===== config.mk =====
export PLATFORM = sky130hd
export DESIGN_NAME = soc_bus_decoder
export DESIGN_NICKNAME = d
export VERILOG_FILES = /design/src/rtl/soc_bus_pkg.sv /design/src/rtl/soc_addr_decode.sv /design/src/rtl/soc_bus_decoder.sv
export SDC_FILE = /design/constraint.sdc
export NUM_CORES = 1
export LEC_CHECK = 0
export CORE_UTILIZATION = 35
export DETAILED_ROUTE_END_ITERATION = 7
export GPL_TIMING_DRIVEN = 0
export PLACE_DENSITY_LB_ADDON = 0.25
export SYNTH_ARGS = -nofsm -noshare
export SYNTH_HDL_FRONTEND = slang
export SYNTH_SLANG_ARGS = --single-unit

===== constraint.sdc =====
create_clock -name clk -period 5.66 [get_ports clk]
set_input_delay 0.849 -clock clk [delete_from_list [all_inputs] [get_ports clk]]
set_output_delay 0.849 -clock clk [all_outputs]
set_load 0.005 [all_outputs]

===== src/rtl/soc_bus_pkg.sv =====
// soc_bus_pkg: shared widths, address-region codes, slave indices and FSM encoding
// for the SoC slave-side bus decoder and its address decoder.
package soc_bus_pkg;
    localparam int ADDR_W     = 19;
    localparam int DATA_W     = 19;
    localparam int NUM_SLAVES = 4;

    localparam logic [2:0] REG_RAM0   = 3'b000;
    localparam logic [2:0] REG_RAM1   = 3'b001;
    localparam logic [2:0] REG_FFT    = 3'b010;
    localparam logic [2:0] REG_CRYPTO = 3'b011;
    localparam logic [2:0] REG_GPIO   = 3'b100;

    localparam int SLV_RAM    = 0;
    localparam int SLV_FFT    = 1;
    localparam int SLV_CRYPTO = 2;
    localparam int SLV_GPIO   = 3;

    typedef enum logic [1:0] {ST_IDLE, ST_ACCESS, ST_RESP} state_t;
endpackage


===== src/rtl/soc_addr_decode.sv =====
// soc_addr_decode: maps the top three address bits to a one-hot slave select;
// hit is low for the unmapped regions.
module soc_addr_decode #(
    parameter int ADDR_W     = soc_bus_pkg::ADDR_W,
    parameter int NUM_SLAVES = soc_bus_pkg::NUM_SLAVES
) (
    input  logic [ADDR_W-1:0]     addr,
    output logic [NUM_SLAVES-1:0] sel,
    output logic                  hit
);
    import soc_bus_pkg::*;

    logic [2:0] region;

    assign region = addr[ADDR_W-1 -: 3];
    assign hit    = |sel;

    always_comb begin
        sel             = '0;
        sel[SLV_RAM]    = region == REG_RAM0 || region == REG_RAM1;
        sel[SLV_FFT]    = region == REG_FFT;
        sel[SLV_CRYPTO] = region == REG_CRYPTO;
        sel[SLV_GPIO]   = region == REG_GPIO;
    end
endmodule


===== src/rtl/soc_bus_decoder.sv =====
// soc_bus_decoder: accepts one registered bus request, routes it to the decoded slave,
// waits for ready or timeout and returns a one-cycle done/err response with read data.
module soc_bus_decoder #(
    parameter int ADDR_W         = soc_bus_pkg::ADDR_W,
    parameter int DATA_W         = soc_bus_pkg::DATA_W,
    parameter int NUM_SLAVES     = soc_bus_pkg::NUM_SLAVES,
    parameter int TIMEOUT_CYCLES = 15
) (
    input  logic                         clk,
    input  logic                         rst,
    input  logic                         bus_valid,
    input  logic                         bus_write,
    input  logic [ADDR_W-1:0]            bus_addr,
    input  logic [ADDR_W-1:0]            bus_wdata,
    output logic                         bus_ready,
    output logic                         bus_done,
    output logic                         bus_err,
    output logic [DATA_W-1:0]            bus_rdata,
    output logic [NUM_SLAVES-1:0]        s_sel,
    output logic                         s_write,
    output logic [ADDR_W-1:0]            s_addr,
    output logic [DATA_W-1:0]            s_wdata,
    input  logic [NUM_SLAVES*DATA_W-1:0] s_rdata,
    input  logic [NUM_SLAVES-1:0]        s_ready
);
    import soc_bus_pkg::*;

    state_t                  state, next_state;
    logic [7:0]              cnt;
    logic [NUM_SLAVES-1:0]   dec_sel;
    logic                    hit, accept, sel_ready, timeout, finish;
    logic [DATA_W-1:0]       sel_rdata;

    soc_addr_decode #(.ADDR_W(ADDR_W), .NUM_SLAVES(NUM_SLAVES)) u_dec (
        .addr(bus_addr),
        .sel (dec_sel),
        .hit (hit)
    );

    assign accept    = state == ST_IDLE && bus_valid;
    assign sel_ready = |(s_sel & s_ready);
    assign timeout   = cnt == 8'(TIMEOUT_CYCLES - 1);
    assign finish    = state == ST_ACCESS && (sel_ready || timeout);

    // Masked AND-OR mux: unselected slices never reach bus_rdata, even when X.
    always_comb begin
        sel_rdata = '0;
        for (int i = 0; i < NUM_SLAVES; i++)
            sel_rdata = sel_rdata | (s_sel[i] ? s_rdata[i*DATA_W +: DATA_W] : '0);
    end

    always_ff @(posedge clk) begin
        if (rst) state <= ST_IDLE;
        else     state <= next_state;
    end

    always_comb begin
        next_state = state == ST_IDLE   ? (accept ? (hit ? ST_ACCESS : ST_RESP) : ST_IDLE) :
                     state == ST_ACCESS ? (finish ? ST_RESP : ST_ACCESS) :
                                          ST_IDLE;
    end

    always_ff @(posedge clk) begin
        if (rst) begin
            bus_ready <= 1'b1;
            bus_done  <= 1'b0;
            bus_err   <= 1'b0;
            bus_rdata <= '0;
            s_sel     <= '0;
            s_write   <= 1'b0;
            s_addr    <= '0;
            s_wdata   <= '0;
            cnt       <= '0;
        end else begin
            bus_ready <= next_state == ST_IDLE;
            bus_done  <= next_state == ST_RESP;
            bus_err   <= (accept && !hit) || (finish && !sel_ready);
            s_sel     <= accept ? dec_sel : (finish ? '0 : s_sel);
            cnt       <= accept ? '0 : (state == ST_ACCESS ? cnt + 8'd1 : cnt);
            if (accept) begin
                s_write <= bus_write;
                s_addr  <= bus_addr;
                s_wdata <= DATA_W'(bus_wdata);
            end
            // Reads complete with slave data on ready, or zero on miss/timeout.
            if ((accept && !hit && !bus_write) || (finish && !s_write))
                bus_rdata <= sel_ready ? sel_rdata : '0;
        end
    end
endmodule


### Word-level counts from Yosys, hierarchy flattened

Cells that the tools add are included.

* input bits: 122
* RAM bits: 0
* bits in latches: 0
* memories: 0
* register bits: 75
* logic and storage cells: 55
* ROM bits: 0

* bitwise operators: 4
* magnitude comparators: 0
* reduce and logical (&&, ||, !) cells: 21
* multiply operators: 0
* shifts and indexed selects: 0
* eq/ne operators: 7
* $add $sub $neg: 1
* muxes and demuxes: 12
* div/mod/pow operators: 0

Operators by type and width (number)
* 19-bit 2-to-1 mux: 5
* 19-bit bitwise OR: 3
* 2-bit 2-to-1 mux: 5
* 8-bit by 1-bit adder with 8-bit output (second input constant): 1
* 8-bit by 4-bit == test with 1-bit output (second input constant): 1
* 4-bit 2-to-1 mux: 2
* 4-bit OR reduction: 2
* 3-bit by 2-bit == test with 1-bit output (second input constant): 2
* 1-bit logical AND: 6
* 4-bit bitwise AND: 1
* 1-bit zero test: 4
* 2-bit zero test: 2
* 1-bit logical OR: 4
* 3-bit by 1-bit == test with 1-bit output (second input constant): 1
* 3-bit == test (second input constant): 1
* 3-bit zero test: 1
* 2-bit by 1-bit == test with 1-bit output (second input constant): 1
* 2-bit == test (second input constant): 1
* 2-bit nonzero test: 1
* 2-bit OR reduction: 1

### Depth between registers and ports, before layout

Gate-level depths: netlist of the first run.

* word-level depth: 8
* depth in mapped cells: 9

### Hierarchy

Synthesis of the first run repeated with hierarchy kept, for this count alone.

* cells, all modules: 383
* area, all modules: 3295.7 µm²

By module, submodules not included
* soc_bus_decoder: cells an instance 378, sequential area each 1501.4 µm², area each 3253.1 µm², instances 1
* soc_addr_decode: cells an instance 5, sequential area each 0.0 µm², area each 42.5 µm², instances 1

### Worst setup path after synthesis of the first run

No wires, ideal clock.

* path kind: input port to flip-flop
* from: input port s_ready[0]
* to: register bus_rdata[10]
* path slack: 3.382 ns
* required time: 5.539 ns
* arrival: 2.157 ns
* stages on the path: 7
* library setup time: 0.121 ns
* cells stage by stage: a22oi_1 nand2_1 o21ai_2 o22a_1 buf_6 buf_12 mux2_4

* word-level cells in the longest chain between the ends: 6
* elaborated cells between the ends (all ways): 7

Ends and longest elaborated chain
* start, declared: line soc_bus_decoder.sv:24 `input logic [NUM_SLAVES-1:0] s_ready`
* 4-bit bitwise AND *: line soc_bus_decoder.sv:41 `assign sel_ready = |(s_sel & s_ready);`
* 4-bit OR reduction *: line soc_bus_decoder.sv:41
* 1-bit logical OR: line soc_bus_decoder.sv:43 `assign finish = state == ST_ACCESS && (sel_ready || timeout);`
* 1-bit logical AND: line soc_bus_decoder.sv:43
* 1-bit logical AND: line soc_bus_decoder.sv:86 `if ((accept && !hit && !bus_write) || (finish && !s_write))`
* 1-bit logical OR: line soc_bus_decoder.sv:86
* end signal, assigned: line soc_bus_decoder.sv:87 `bus_rdata <= sel_ready ? sel_rdata : '0;`
* end, declared: line soc_bus_decoder.sv:18 `output logic [DATA_W-1:0] bus_rdata,`

Mark *: on every way between the ends. The rest lies on a longest branch, timed or not.
A chain may end at the register's enable or synchronous reset.

### Final worst setup path of the first run

* from: input port s_ready[0]
* to: register bus_rdata[15]

The elaborated chain is that of the path after synthesis.

==> impl_metrics.yaml, run 1 <==
run_status:
  status: "completed"
timing:
  fmax_ghz: 0.387
  period_minus_slack_ns: 2.58
  fin_skew_ns: 0.00788
  finalSetupViolations: 0
  tns_ns: 0
  slew_violations: 0
  finalCritPeriodShare_pct: 45.6
  worstMarginPinSlew_ns: 0.507
  slew-limit-headroom_pct: 66.2
  rsz0062_at_grt: "false"
  final_hold_viol_count: 0
synthesis:
  syn_area_sq_um: 3280
  synth.top_cell.area_share_pct: 45.7
  synth.top_cells.by_area: "dfxtp_1, a22oi_1, a21oi_1"
  syn_nets: 503
  synth_top_area_cell: "dfxtp_1"
  synth_edf_count: 0
  synth_flop_cell: "dfxtp_1"
  syn_avg_cell_area_sq_um: 8.66
  ys_seq_elements: 75
  seq_area_frac_synth_pct: 45.7
  yosysWarnings: 0
  synth-async-reset-ratio_pct: 0
  syn_inst: 379
  ys_types: 36
critical_path:
  worstPathMaxFanout: 10
  crit_path_start: "s_ready[0]"
  r2r_slack_ns: 3.56
  endpoint_kind: "register"
  crit_path_end: "bus_rdata[15]"
  crit_arrival_ns: 2.82
  cp.required_ns: 5.90
  worstSetupPathType: "primary input to register"
  r2r_cells: 9
  rr_endpoint: "bus_rdata[15]"
  rr_startpoint: "cnt[0]"
  start_kind: "primary input"
die:
  start_util_pct: 36.9
  num_rows: 34
  ios: 187
  core_area_sq_um: 8890
  die_x_um: 98.9
  die_h_um: 98.9
  die-area_sq_um: 9770
cells_and_area:
  num-nets-final: 700
  diodes: 0
  nFillCells: 748
  drive_above_1_share_pct: 7.40
  final_area_sq_um: 5490
  final_common_cell: "clkdlybuf4s50_1"
  area_delta_synth_final_pct: 67.1
  layout_common_cells: "clkdlybuf4s50_1, nand2_1, dfxtp_1"
grt:
  antenna_found_initial: 0
  grt_pass1_wl_um: 16200
  track_usage_pct: 20.9
  overflow: 0
  grt_pass1_vias: 3394
  grt_max_degree: 16
cts:
  post_cts_buffers: 0
  clk_pin_slew_worst_paths_ns: 0.09
  cts_max_level: 3
  cts_hold_buf: 0
  root_buffer: "clkbuf_8"
  cts_buffers: 9
  clock_latency_ns: 0.35
  clock_path_buffers: 2
  cts.sinks: 75
  cts_resized: 0
  cts_tree: "built"
route:
  drt_pass1_iterations: 4
  vias_per_cell: 4.99
  post_drt_wl_per_cell_um: 14.7
  drc_errors: 0
  drt_iter0_markers: 84
  postRouteAntennaNets: 0
  vias: 3435
  totalWireLength_um: 10100
run:
  maxCapViolCount: 0
placed_design:
  numPortBuffers: 186
  place.gp.congestion: 0.795
  place_area_sq_um: 5280
  place_hpwl_um: 7730
power:
  p_leak_nw: 1.99
  vdd_drop_max_uv: 172
  power_w: 0.00121
  p_per_area_nw_per_um2: 221
hold_path:
  min_path_type: "register to register"
-- final cells by class --
class                      count  area [sq um]  share of cell area, %
inverter                       1          3.75                 0.0684
buffer                        31           143                   2.60
multi-input combinational    272          1640                   29.8
sequential                    75          1500                   27.4
timing repair buffer         186          1860                   33.9
tap                          108           135                   2.46
clock buffer                   9           124                   2.26
clock inverter                 7          83.8                   1.53
-- worst min-delay path by stage --
| stage | endpoint | startpoint | depth (start not counted) | slack, ns |
|---|---|---|---|---|
| 6_report | s_addr[6] | s_addr[6] | 2 | 0.46 |
| 3_5_place_dp | s_wdata[3] | s_wdata[3] | 2 | 0.45 |
| 3_3_place_gp | s_addr[1] | s_addr[1] | 2 | 0.44 |
| 5_1_grt | s_wdata[10] | s_wdata[10] | 2 | 0.47 |
| 4_1_cts | s_wdata[3] | s_wdata[3] | 2 | 0.46 |
| 2_1_floorplan | s_addr[0] | s_addr[0] | 2 | 0.45 |
-- metal layers --
layer	GRT usage (%)	vias up	routed length (um)
met5	0	-	0
met1	23.1	1579	4060
met4	8.15	0	173
met3	8.30	15	978
li1	-	1708	-
met2	36.1	133	4890
-- worst max-delay path, cell delays in order --
cell and delay [ns]:
clkdlybuf4s50_1 0.40, a22oi_1 0.19, nand2_1 0.18, o21ai_2 0.35, o22a_1 0.22, buf_6 0.16, buf_12 0.16, mux2_4 0.30
-- registers in the layout (all words and copies together) (netlist names) --
signal and count:
state 2, s_wdata 19, s_sel 4, bus_done 1
s_addr 19, s_write 1, cnt 8, bus_rdata 19
bus_err 1, bus_ready 1
-- cells by family after synthesis --
kind of cell / synth area share (%)
and+or+nand+nor: 18.9
xor gates and xnor gates: 1.87
muxes: 7.66
DFF: 45.7
adders and majority gates: 0.762
buffers and inverters: 4.46
AOI/OAI and AO/OA: 20.6
-- metrics by stage --
stage,util [%],hold WS (ns),std cells,setup WS [ns]
floorplan,-,0.453,379,3.38
CTS,61.7,0.460,689,3.04
finish,61.7,0.457,689,3.08
global placement,59.4,0.441,673,2.69
detailed placement,59.4,0.448,673,2.69
global route,61.7,0.472,689,2.88
-- synth_stat cells, types with 2 or more instances --
cell type / instances
nand2_1: 81
dfxtp_1: 75
a21oi_1: 61
a22oi_1: 41
clkbuf_1: 22
nor2b_1: 20
nor2_1: 15
mux2_4: 10
mux2_2: 9
buf_1: 5
xor2_1: 5
a31oi_1: 3
nand3_1: 3
buf_2: 2
ha_1: 2
nand2b_1: 2
nand4_1: 2
nor4b_1: 2
xnor2_1: 2
-- report_power, final --
group | switching (W) | total [W] | internal, W
Combinational | 0.0000887 | 0.000229 | 0.000140
Clock | 0.000212 | 0.000423 | 0.000211
Sequential | 0.0000125 | 0.000563 | 0.000551
Note: power is estimated with default switching activity, not from simulation.
==> inputs of run 2 (changes only) <==
clock period = 2.6 ns   (was 5.66 ns; I/O delays follow)
==> results of run 2 <==
The final DEF is identical to that of run 1. Status: completed.
Main changes from that run: setup slack after placement 2.69 ns -> 0.0859 ns; setup slack after layout 3.08 ns -> 0.476 ns; register-to-register setup slack 3.56 ns -> 0.50 ns; total power 0.00121 W -> 0.00264 W; worst IR drop on VDD 172 uV -> 374 uV
